**src/rtl/mem_bus_arbiter.sv**
```systemverilog
// Two-master round-robin arbiter in front of a single slave port.
// One transaction at a time: IDLE grants, XFER waits for s_ack or the watchdog.
module mem_bus_arbiter #(
  parameter int AW      = 32,
  parameter int DW      = 32,
  parameter int TIMEOUT = 16
) (
  input  logic          clk,
  input  logic          rst_n,
  input  logic          m0_req,
  input  logic          m0_we,
  input  logic [AW-1:0] m0_addr,
  input  logic [DW-1:0] m0_wdata,
  output logic          m0_gnt,
  output logic          m0_done,
  output logic          m0_err,
  input  logic          m1_req,
  input  logic          m1_we,
  input  logic [AW-1:0] m1_addr,
  input  logic [DW-1:0] m1_wdata,
  output logic          m1_gnt,
  output logic          m1_done,
  output logic          m1_err,
  output logic [DW-1:0] rdata,
  output logic          s_en,
  output logic          s_we,
  output logic [AW-1:0] s_addr,
  output logic [DW-1:0] s_wdata,
  input  logic [DW-1:0] s_rdata,
  input  logic          s_ack,
  output logic          dbg_state
);

  localparam int CW = $clog2(TIMEOUT + 1);

  typedef enum logic {IDLE = 1'b0, XFER = 1'b1} state_t;

  state_t        state_q;
  logic          last_gnt_q;
  logic          owner_q;
  logic [CW-1:0] count_q;
  logic [CW-1:0] count_d;
  logic          m0_gnt_q, m0_done_q, m0_err_q;
  logic          m1_gnt_q, m1_done_q, m1_err_q;
  logic [DW-1:0] rdata_q;
  logic          s_en_q, s_we_q;
  logic [AW-1:0] s_addr_q;
  logic [DW-1:0] s_wdata_q;

  logic          grant_any;
  logic          grant_sel;
  logic          sel_we;
  logic [AW-1:0] sel_addr;
  logic [DW-1:0] sel_wdata;
  logic          timeout_hit;

  // On a tie the master that did not win last time is picked.
  always_comb begin
    grant_any = m0_req | m1_req;
    if (m0_req && m1_req) begin
      grant_sel = ~last_gnt_q;
    end else begin
      grant_sel = m1_req;
    end
    sel_we      = grant_sel ? m1_we    : m0_we;
    sel_addr    = grant_sel ? m1_addr  : m0_addr;
    sel_wdata   = grant_sel ? m1_wdata : m0_wdata;
    timeout_hit = (count_q == CW'(TIMEOUT - 1));
    count_d     = count_q + 1'b1;
  end

  always_ff @(posedge clk or negedge rst_n) begin
    if (!rst_n) begin
      state_q    <= IDLE;
      last_gnt_q <= 1'b1;
      owner_q    <= 1'b0;
      count_q    <= '0;
      m0_gnt_q   <= 1'b0;
      m0_done_q  <= 1'b0;
      m0_err_q   <= 1'b0;
      m1_gnt_q   <= 1'b0;
      m1_done_q  <= 1'b0;
      m1_err_q   <= 1'b0;
      rdata_q    <= '0;
      s_en_q     <= 1'b0;
      s_we_q     <= 1'b0;
      s_addr_q   <= '0;
      s_wdata_q  <= '0;
    end else begin
      m0_done_q <= 1'b0;
      m0_err_q  <= 1'b0;
      m1_done_q <= 1'b0;
      m1_err_q  <= 1'b0;
      case (state_q)
        IDLE: begin
          if (grant_any) begin
            owner_q   <= grant_sel;
            s_we_q    <= sel_we;
            s_addr_q  <= sel_addr;
            s_wdata_q <= sel_wdata;
            s_en_q    <= 1'b1;
            m0_gnt_q  <= ~grant_sel;
            m1_gnt_q  <= grant_sel;
            count_q   <= '0;
            state_q   <= XFER;
          end
        end
        XFER: begin
          // An ack arriving on the last watchdog cycle still counts as success.
          if (s_ack || timeout_hit) begin
            m0_done_q  <= ~owner_q;
            m1_done_q  <= owner_q;
            m0_err_q   <= ~s_ack & ~owner_q;
            m1_err_q   <= ~s_ack & owner_q;
            rdata_q    <= (s_ack && !s_we_q) ? s_rdata : '0;
            last_gnt_q <= owner_q;
            s_en_q     <= 1'b0;
            m0_gnt_q   <= 1'b0;
            m1_gnt_q   <= 1'b0;
            state_q    <= IDLE;
          end else begin
            count_q <= count_d;
          end
        end
        default: state_q <= IDLE;
      endcase
    end
  end

  assign m0_gnt    = m0_gnt_q;
  assign m0_done   = m0_done_q;
  assign m0_err    = m0_err_q;
  assign m1_gnt    = m1_gnt_q;
  assign m1_done   = m1_done_q;
  assign m1_err    = m1_err_q;
  assign rdata     = rdata_q;
  assign s_en      = s_en_q;
  assign s_we      = s_we_q;
  assign s_addr    = s_addr_q;
  assign s_wdata   = s_wdata_q;
  assign dbg_state = state_q;

endmodule

```
**config.mk**
```make
export PLATFORM = sky130hd
export DESIGN_NAME = mem_bus_arbiter
export DESIGN_NICKNAME = d
export VERILOG_FILES = /design/src/rtl/mem_bus_arbiter.sv
export SDC_FILE = /design/constraint.sdc
export NUM_CORES = 1
export LEC_CHECK = 0
export BUFFER_PORTS_ARGS = -buffer_cell sky130_fd_sc_hd__buf_2
export CAP_MARGIN = 5
export CORE_ASPECT_RATIO = 2
export CORE_MARGIN = 3
export CORE_UTILIZATION = 35
export CTS_CLUSTER_SIZE = 28
export DETAILED_ROUTE_END_ITERATION = 10
export MAX_ROUTING_LAYER = met4
export PLACE_DENSITY = 0.66
export SLEW_MARGIN = 5
export SYNTH_ARGS = -nofsm -noshare
export SYNTH_HDL_FRONTEND = slang
export SYNTH_SLANG_ARGS = --single-unit
```
**constraint.sdc**
```tcl
create_clock -name clk -period 2.3 [get_ports clk]
set_input_delay 0.115 -clock clk [delete_from_list [all_inputs] [get_ports clk]]
set_output_delay 0.115 -clock clk [all_outputs]
set_load 0.01 [all_outputs]
```
==> results.sh <==
export IMPL_slew_viol_final=0
export IMPL_drv_cap=0
export IMPL_async_flop_share_pct=100
export IMPL_routed_via_count=5149
export IMPL_path_clk_slew_ps=80
export IMPL_ios=272
export IMPL_crit_type="flip-flop to flip-flop"
export IMPL_ys_warn_count=0
export IMPL_dieArea_um2=15400
export IMPL_antenna_found_initial=0
export IMPL_met2_usage_pct=37.4
export IMPL_period_share_pct=80.8
export IMPL_synth_cell_area_um2=4850
export IMPL_coreArea_um2=13500
export IMPL_rr_worst_depth=6
export IMPL_ir_drop_uv=466
export IMPL_setup_viol=0
export IMPL_syn_inst=545
export IMPL_maxSlewHeadroom_pct=42.9
export IMPL_postRouteAntennaNets=0
export IMPL_fin_setup_tns_ps=0
export IMPL_clockRootBuffer="clkbuf_16"
export IMPL_cp_arrival_ps=2070
export IMPL_period_minus_slack_ps=1860
export IMPL_placed_cells=944
export IMPL_grt_max_degree=52
export IMPL_drt_wl_total_um=16100
export IMPL_tightest_slew_ps=854
export IMPL_dp_hpwl_um=11000
export IMPL_seqPwrFrac_pct=41.3
export IMPL_viasPerCell=4.93
export IMPL_drive_gt1_share_pct=35.0
export IMPL_pwr_density_cell_nw_per_um2=972
export IMPL_hold_viol=0
export IMPL_switching_power_mw=2.73
export IMPL_skew_ps=13.3
export IMPL_rsz0062_at_grt="no"
export IMPL_hold_path_class="input pin to flip-flop"
export IMPL_grt_use_met3_pct=3.50
export IMPL_io_buffers=271
export IMPL_clock_sinks=112
export IMPL_power_internal_mw=4.56
export IMPL_postCtsResizedCells=0
export IMPL_regToRegSetupSlack_ps=440
export IMPL_p_sw_share_pct=37.4
export IMPL_cts_tree="done"
export IMPL_outcome="complete, no violations"
export IMPL_gr_usage_met1_pct=23.4
export IMPL_antennaDiodeCount=0
export IMPL_syn_area_per_cell_um2=8.90
export IMPL_p_leak_nw=3.76
export IMPL_pwr_share_clk_pct=20.9
export IMPL_gp_congestion=0.818
export IMPL_synth_cell_types=31
export IMPL_drt_iter0_markers=219
export IMPL_worstSetupStartpointType="flip-flop"
export IMPL_p_comb_share_pct=37.8
export IMPL_hold_path_cell_count=3
export IMPL_busiest_layer="met2"
export IMPL_clock_path_buffers=2
export IMPL_wire_per_inst_um=15.4
export IMPL_synthFlopType="dfrtp_1"
export IMPL_first_global_vias=5207
export IMPL_initial_utilization_pct=35.9
export IMPL_nFillCells=1229
export IMPL_end_kind="flip-flop"
export IMPL_ys_ff_latch=112
export IMPL_cp_max_fo=35
export IMPL_die_h_um=173
export IMPL_die_x_um=89.3
export IMPL_drt_first_pass_iters=4
export IMPL_synth_seq_area_share_pct=57.8
export IMPL_num_rows=60
export IMPL_fmax_ghz=0.538
export IMPL_htree_levels=3
export IMPL_grt_pass1_wl_um=25300
export IMPL_numCtsBuffers=9
export IMPL_grt_use_total_pct=21.2
export IMPL_syn_to_final_growth_pct=54.5
export IMPL_insertion_delay_ps=350
export IMPL_finalNetCount=1053
export IMPL_synth_edf_count=0
export IMPL_final_cells=1044
export IMPL_drc=0
export IMPL_worstPathRequired_ps=2520
export IMPL_grt_overflow=0
export IMPL_synth_net_count=714
[worst paths after layout]
kind,from,endpoint
setup / recovery,count_q[0]$_DFFE_PN0P_,rdata[0]$_DFFE_PN0P_
min in group asynchronous,rst_n,rdata[23]$_DFFE_PN0P_
hold reg to reg,rdata[14]$_DFFE_PN0P_,rdata[14]$_DFFE_PN0P_
hold / removal,s_rdata[21],rdata[21]$_DFFE_PN0P_
setup reg to reg,count_q[0]$_DFFE_PN0P_,rdata[0]$_DFFE_PN0P_
max in group asynchronous,rst_n,last_gnt_q$_DFFE_PN1P_
[metal layers]
metal,vias to the layer above,part of all wire (%)
met4,0,2.4
met5,-,0
met1,2393,38
met3,31,6.3
li1,2483,-
met2,242,53
[registers in the layout, summed over array words and instances, names as in the netlist, 5 cells and up]
register / flops
count_q: 5
s_addr: 32
rdata: 32
s_wdata: 32
[worst max-delay path, cell delays in order, from the launching register on]
cell and delay [ps]:
dfrtp_1 410, ha_1 240, and3_1 150, ha_1 240, o21ai_4 340, buf_12 230, o21ai_0 110
[power groups by stage]
stage                     clock [mW]  combinational [mW]  sequential, mW
after global routing            1.65                3.06            3.11
after floorplan                    0                1.15            3.34
after CTS                       1.59                2.78            3.01
final                           1.53                2.75            3.01
after global placement             0                2.63            3.03
after detailed placement           0                2.67            3.04
[cell type report]
class	instances	area [um^2]	share of cell area [%]
clock buffer	9	225	3.00
inverter	3	11.3	0.150
multi-input combinational	390	1820	24.2
clock inverter	7	61.3	0.818
timing repair buffer	368	2380	31.8
sequential	112	2800	37.4
tap	155	194	2.59
[what timing repair did]
item / in CTS / in global routing
hold endpoints to repair: 122 / 1
hold buffers: 83 / 1
setup buffers: 0 / 0
[Yosys cell counts (2+ instances only)]
cell type    n  area, um^2
a21oi_1    130         651
buf_1        2        7.51
buf_2       15        75.1
buf_4        7        52.6
buf_6        7        78.8
clkbuf_1     9        33.8
dfrtp_1    111        2780
ha_1         2        25.0
inv_1        3        11.3
nand2_1    132         495
nand3_1      3        15.0
nor2_1      68         255
nor3_1       2        10.0
nor3b_2      3        37.5
o21ai_0     18        90.1
o21ai_1     17        85.1
o22ai_1      2        12.5
[cell usage in the layout (no fill, tap or decap), types with 2 or more instances in the layout]
master	n
nor3b_2	3
ha_1	2
clkbuf_16	9
inv_1	3
buf_4	7
inv_8	2
dfrtp_1	111
nand2_1	132
o21ai_0	18
clkinv_4	2
o22ai_1	2
buf_2	270
nand3_1	3
nor2_1	68
a21oi_1	130
o21ai_1	17
buf_12	7
dlygate4sd3_1	84
nor3_1	2
[logic make-up (layout without fill, tap and decap cells)]
family                     Yosys count  after routing  share of synthesized area (%)
buffers and inverters               43            387                           5.34
muxes                                1              1                          0.206
and+or+nand+nor                    212            212                           17.4
DFF                                112            112                           57.8
adders and majority gates            2              2                          0.516
AOI/OAI and AO/OA                  175            175                           18.8
[metrics by stage]
stage	power [mW]	setup WS, ps	hold slack [ps]	util [%]	area, um^2
finish	7.29	442	7.58	55.5	7500
global route	7.82	309	4.93	55.5	7500
CTS	7.38	440	0.415	55.4	7490
detailed placement	5.71	458	160	47.1	6370
global placement	5.65	502	162	47.1	6370
floorplan	4.49	573	-181	-	4850
Power figures use the tool's default switching activity.
